[config.mk]
export PLATFORM = sky130hd
export DESIGN_NAME = dm_mmio_responder
export DESIGN_NICKNAME = d
export VERILOG_FILES = /design/src/rtl/mmio_pkg.sv /design/src/rtl/mmio_tx_fifo.sv /design/src/rtl/dm_mmio_responder.sv
export SDC_FILE = /design/constraint.sdc
export NUM_CORES = 1
export LEC_CHECK = 0
export BUFFER_PORTS_ARGS = -buffer_cell sky130_fd_sc_hd__buf_2
export CAP_MARGIN = 15
export CORE_AREA = 2 2 174 176
export DETAILED_ROUTE_END_ITERATION = 16
export DIE_AREA = 0 0 176 178
export PLACE_DENSITY = 0.57
export REMOVE_ABC_BUFFERS = 1
export SYNTH_ARGS = -nofsm -noshare
export SYNTH_HDL_FRONTEND = slang
export SYNTH_SLANG_ARGS = --single-unit
[constraint.sdc]
create_clock -name clk -period 4.51 [get_ports clk]
set_input_delay 0.902 -clock clk [delete_from_list [all_inputs] [get_ports clk]]
set_output_delay 0.902 -clock clk [all_outputs]
set_load 0.02 [all_outputs]
[src/rtl/mmio_pkg.sv]
// mmio_pkg: shared constants for the data-memory-port MMIO responder.
// Register map, STATUS/CTRL bit positions and default FIFO depth.
package mmio_pkg;

  localparam logic [13:0] ADDR_TXDATA = 14'h0000;
  localparam logic [13:0] ADDR_STATUS = 14'h0001;
  localparam logic [13:0] ADDR_CTRL   = 14'h0002;
  localparam logic [13:0] ADDR_DROP   = 14'h0003;
  localparam logic [13:0] ADDR_CYCLE  = 14'h0004;

  localparam int ST_EMPTY   = 0;
  localparam int ST_FULL    = 1;
  localparam int ST_LVL_LSB = 8;

  localparam int CTRL_EN     = 0;
  localparam int CTRL_IRQ_EN = 1;

  localparam int DEF_DEPTH = 16;

  typedef struct packed {
    logic irq_en;
    logic en;
  } ctrl_t;

  function automatic logic [31:0] mk_status(
    input logic       empty,
    input logic       full,
    input logic [7:0] level
  );
    logic [31:0] s;
    s = '0;
    s[ST_EMPTY] = empty;
    s[ST_FULL]  = full;
    s[ST_LVL_LSB +: 8] = level;
    return s;
  endfunction

endpackage

[src/rtl/mmio_tx_fifo.sv]
// mmio_tx_fifo: byte FIFO with level count for the MMIO transmit path.
// A push while full is accepted only when a pop happens on the same edge.
module mmio_tx_fifo
  import mmio_pkg::*;
#(
  parameter int DEPTH = DEF_DEPTH,
  localparam int AW = (DEPTH > 1) ? $clog2(DEPTH) : 1,
  localparam int LW = AW + 1
) (
  input  logic          clk,
  input  logic          rst_n,
  input  logic          push,
  input  logic          pop,
  input  logic [7:0]    din,
  output logic [7:0]    dout,
  output logic [LW-1:0] level,
  output logic          full,
  output logic          empty
);

  logic [7:0]    mem [DEPTH];
  logic [AW-1:0] wptr;
  logic [AW-1:0] rptr;
  logic          wr;
  logic          rd;

  assign full  = (level == LW'(DEPTH));
  assign empty = (level == '0);
  assign rd    = pop & ~empty;
  assign wr    = push & (~full | rd);
  assign dout  = mem[rptr];

  // storage needs no reset; empty/level gate every use of it
  always_ff @(posedge clk) begin
    if (wr) mem[wptr] <= din;
  end

  // pointers wrap naturally because DEPTH is a power of two
  always_ff @(posedge clk or negedge rst_n) begin
    if (!rst_n) begin
      wptr  <= '0;
      rptr  <= '0;
      level <= '0;
    end else begin
      if (wr) wptr <= wptr + 1'b1;
      if (rd) rptr <= rptr + 1'b1;
      if (wr && !rd)      level <= level + 1'b1;
      else if (rd && !wr) level <= level - 1'b1;
    end
  end

endmodule

[src/rtl/dm_mmio_responder.sv]
// dm_mmio_responder: SRAM-protocol peripheral on the data-memory port.
// TX byte FIFO drained by valid/ready, plus CTRL/STATUS/DROP/CYCLE.
module dm_mmio_responder
  import mmio_pkg::*;
#(
  parameter int DEPTH      = DEF_DEPTH,
  parameter int IRQ_THRESH = 4
) (
  input  logic        clk,
  input  logic        rst,
  input  logic        CS,
  input  logic        OE,
  input  logic [3:0]  WEB,
  input  logic [13:0] A,
  input  logic [31:0] DI,
  output logic [31:0] DO,
  output logic        tx_valid,
  input  logic        tx_ready,
  output logic [7:0]  tx_data,
  output logic        irq
);

  localparam int AW = (DEPTH > 1) ? $clog2(DEPTH) : 1;
  localparam int LW = AW + 1;
  localparam logic [31:0] THR = 32'(IRQ_THRESH);

  logic          wr;
  logic          rd;
  logic [3:0]    be;
  logic          hit_tx;
  logic          hit_st;
  logic          hit_ctrl;
  logic          hit_drop;
  logic          hit_cyc;
  logic          push;
  logic          pop;
  logic          drop;
  logic [LW-1:0] level;
  logic          full;
  logic          empty;
  ctrl_t         ctrl;
  logic [15:0]   drop_cnt;
  logic [31:0]   cycle;
  logic [31:0]   cyc_next;
  logic [31:0]   rdata;
  logic [31:0]   hold;

  assign be = ~WEB;
  assign wr = CS & (WEB != 4'hF);
  assign rd = CS & (WEB == 4'hF);

  assign hit_tx   = (A == ADDR_TXDATA);
  assign hit_st   = (A == ADDR_STATUS);
  assign hit_ctrl = (A == ADDR_CTRL);
  assign hit_drop = (A == ADDR_DROP);
  assign hit_cyc  = (A == ADDR_CYCLE);

  assign tx_valid = ctrl.en & ~empty;
  assign pop      = tx_valid & tx_ready;
  assign push     = wr & hit_tx & be[0];
  assign drop     = push & full & ~pop;
  assign irq      = ctrl.irq_en & (32'(level) <= THR);
  assign DO       = OE ? hold : '0;

  mmio_tx_fifo #(
    .DEPTH(DEPTH)
  ) u_fifo (
    .clk   (clk),
    .rst_n (rst),
    .push  (push),
    .pop   (pop),
    .din   (DI[7:0]),
    .dout  (tx_data),
    .level (level),
    .full  (full),
    .empty (empty)
  );

  // increment, then let written byte lanes override
  always_comb begin
    cyc_next = cycle + 32'd1;
    if (wr && hit_cyc) begin
      for (int i = 0; i < 4; i++) begin
        if (be[i]) cyc_next[8*i +: 8] = DI[8*i +: 8];
      end
    end
  end

  // read mux over the pre-edge register values
  always_comb begin
    rdata = '0;
    unique case (1'b1)
      hit_st:   rdata = mk_status(empty, full, 8'(level));
      hit_ctrl: rdata = {30'd0, ctrl.irq_en, ctrl.en};
      hit_drop: rdata = {16'd0, drop_cnt};
      hit_cyc:  rdata = cycle;
      default:  rdata = '0;
    endcase
  end

  // control register, only byte lane 0 is implemented
  always_ff @(posedge clk or negedge rst) begin
    if (!rst) begin
      ctrl <= '0;
    end else if (wr && hit_ctrl && be[0]) begin
      ctrl.en     <= DI[CTRL_EN];
      ctrl.irq_en <= DI[CTRL_IRQ_EN];
    end
  end

  // saturating rejected-push counter; any write clears it
  always_ff @(posedge clk or negedge rst) begin
    if (!rst) begin
      drop_cnt <= '0;
    end else if (wr && hit_drop) begin
      drop_cnt <= '0;
    end else if (drop && drop_cnt != 16'hFFFF) begin
      drop_cnt <= drop_cnt + 16'd1;
    end
  end

  // free-running cycle counter
  always_ff @(posedge clk or negedge rst) begin
    if (!rst) cycle <= '0;
    else      cycle <= cyc_next;
  end

  // read data holds until the next read access
  always_ff @(posedge clk or negedge rst) begin
    if (!rst)    hold <= '0;
    else if (rd) hold <= rdata;
  end

endmodule

==> run metrics <==
Reg-to-Reg Start=u_fifo.level[0]; GPL Wtd Cong=0.825; Area Growth Syn to Fin=18.4%; Mapped Area=10,200 um2; Multi-input gate area=3770 um2; pre-CTS setup slack=662 ps; Synth Area in Adders=1.55%; Worst-Skew Late Latency=about 530 ps; Max Slew Vio Count=0; fillcell total=2,752; Post-CTS Resized=0; hold_sp=hold[2]; commonest non-fill, non-tap cell in the layout=edfxtp_1; Top Ports=a little under 100; Arr. time, crit path=2720 ps; DR iter-0 viols=497; CP max stage cell=mux4_2; initial antenna violation count=2; maximum buffer depth of the clock tree=3; number of vias per cell=about 5.1; post-route cell area=12,000 um2; flop2flop setup slack=roughly 1400 ps; cell leakage power=4.58 nW; max cap viols=0; Routed Antenna Nets=0; ys flop type=edfxtp_1; Min-Delay Path Class=reg -> reg; Tcrit/Tclk final=between 80% and 90%; clk root buf=clkbuf_16; FP Rows=63; crit start category=flop; CTS tree=yes; final WL=around 24,000 um; worst slew pin tran=978 ps; setup TNS=0 ps; worst setup margin=893 ps; most frequent cells in the layout=edfxtp_1, buf_2, dfrtp_1, nand2_1, nor2_1; synth warn=0; fmax=276 MHz; Setup Fix Bufs, Post-CTS=0; IO buf count=96; total global-route track usage=between 10% and 20%; global-route wire length before repair=37,800 um; CTS Hold Bufs=0; Critical Path Fanout Max=35; synthesized flop and latch total=223; Top cell by count, worst path=mux4_2; wire per inst=18.5 um; maximum number of pins on one net before global-route repair=74; pwr dens=371 nW/um2; Post-synth EDFFs=128; Die ar.=31,300 um2; dpl cell area=between 10,000 and 15,000 um2; vias in the first global route=6,570; mux contribution to synthesized area=about a tenth; Crit. End Element=output port; final setup fails=0; final total power=4.47 mW; compound-gate portion of the synthesized area=between 6 and 7%; VDD IR max=231 uV; Buf/Inv on CP=2; crit path kind=reg -> out; Die Width=about 180 um; critical path required time=3610 ps; routed via count=6,622; Critical Path Start=u_fifo.rptr[0]; worst path cell trace=buf_4 > mux4_2 > mux4_2 > buf_2; Post-synth ARST share=42.6%; post-layout min period=approximately 3600 ps; Post-Syn Instances=about 780; Sink Count=between 200 and 250; Core ar.=approximately 30,000 um2; grt ovf=0; status=finished, final reports clean; Worst Skew=about 16 ps; Die Y=178 um; H-tree depth=1; Post-Synth XOR/XNOR Area=3.62%; synth unique cells=54; CTS clk-pin slew, worst paths=roughly 60 ps; sequential area share after synthesis=between 60% and 70%; DRT Pass-1 Iters=5; RSZ-0062 raised after global routing=no; cell family with most CP delay=multiplexers; Max-slew headroom=34.8%; detailed placer's ending HPWL=16,100 um; CP max stage delay=around 600 ps; synthesized area per cell=13.1 um2; Inserted Clock Buffers=26; layout cells sized above 1=24.1%; nets@finish=948; DR DRC count=0; combinational family with the most area after synthesis=simple AND/OR/NAND/NOR gates; final hold vios=0; Initial Util=around a third; post-synthesis simple-gate area fraction=14.3%; Sequential cell area=roughly 6200 um2
==> through the flow <==
stage               hold slack (ps)  utilization, %  cells
floorplan                       442               -    739
global placement                462            37.9   1243
detailed placement              471            37.9   1243
CTS                             483            40.9   1291
global route                    489            40.9   1292
finish                          475            40.9   1292
==> report_power, final <==
group	switching (mW)	internal, mW
Sequential	0.0296	2.18
Clock	0.828	1.32
Combinational	0.0757	0.0394
==> registers in the layout (all words and copies together) (netlist names) <==
name          cells
u_fifo.wptr       4
drop_cnt         16
cycle            32
u_fifo.level      5
hold             32
u_fifo.mem      128
ctrl              2
u_fifo.rptr       4
==> kinds of logic after synthesis <==
family,after synthesis
DFF,223
muxes,53
adders and majority gates,12
and+or+nand+nor,276
AOI/OAI and AO/OA,118
xor gates and xnor gates,42
buffers and inverters,53
==> per-layer routing <==
layer	routed length [um]	part of all wire, %	vias to the layer above	GRT usage [%]
li1	-	-	3118	-
met1	11000	46	3283	22.5
met3	1280	5.4	39	2.94
met5	11	0.046	-	0
met4	485	2.0	2	3.75
met2	11100	46	180	24.2
==> cell usage after synthesis (13+ instances only) <==
cell type,n,area (um2)
o21ai_1,29,145
and2_1,40,250
nor2_1,52,195
xor2_1,28,245
xnor2_1,14,123
inv_1,13,48.8
a21oi_1,45,225
dfrtp_1,95,2380
nand4_1,21,131
nand3_1,21,105
clkbuf_1,23,86.3
edfxtp_1,128,3840
nand2_1,83,312
mux4_2,40,901
==> final timing paths <==
| check | cells past startpoint | end |
|---|---|---|
| worst min-delay path | 2 | hold[2] |
| worst max register to register | 12 | u_fifo.level[4] |
| worst min register to register | 2 | hold[2] |
| min in group asynchronous | 1 | hold[27] |
| max in group asynchronous | 2 | cycle[18] |
| worst max-delay path | 4 | tx_data[7] |
==> tightest hold or removal path, cell delays in order (launching register included) <==
cell     delay, ps
dfrtp_1        340
nand2_1         40
o21ai_0         60
==> final cells by class <==
class | count | share of cell area (%)
clock buffers | 30 | 5.71
repair buffers | 114 | 5.14
well taps | 390 | 4.05
multi-input cells | 501 | 31.3
clock inverters | 18 | 1.61
diodes | 1 | 0.0208
inverters | 15 | 0.489
flip-flops and latches | 223 | 51.7
(Power assumes the default switching activity.)
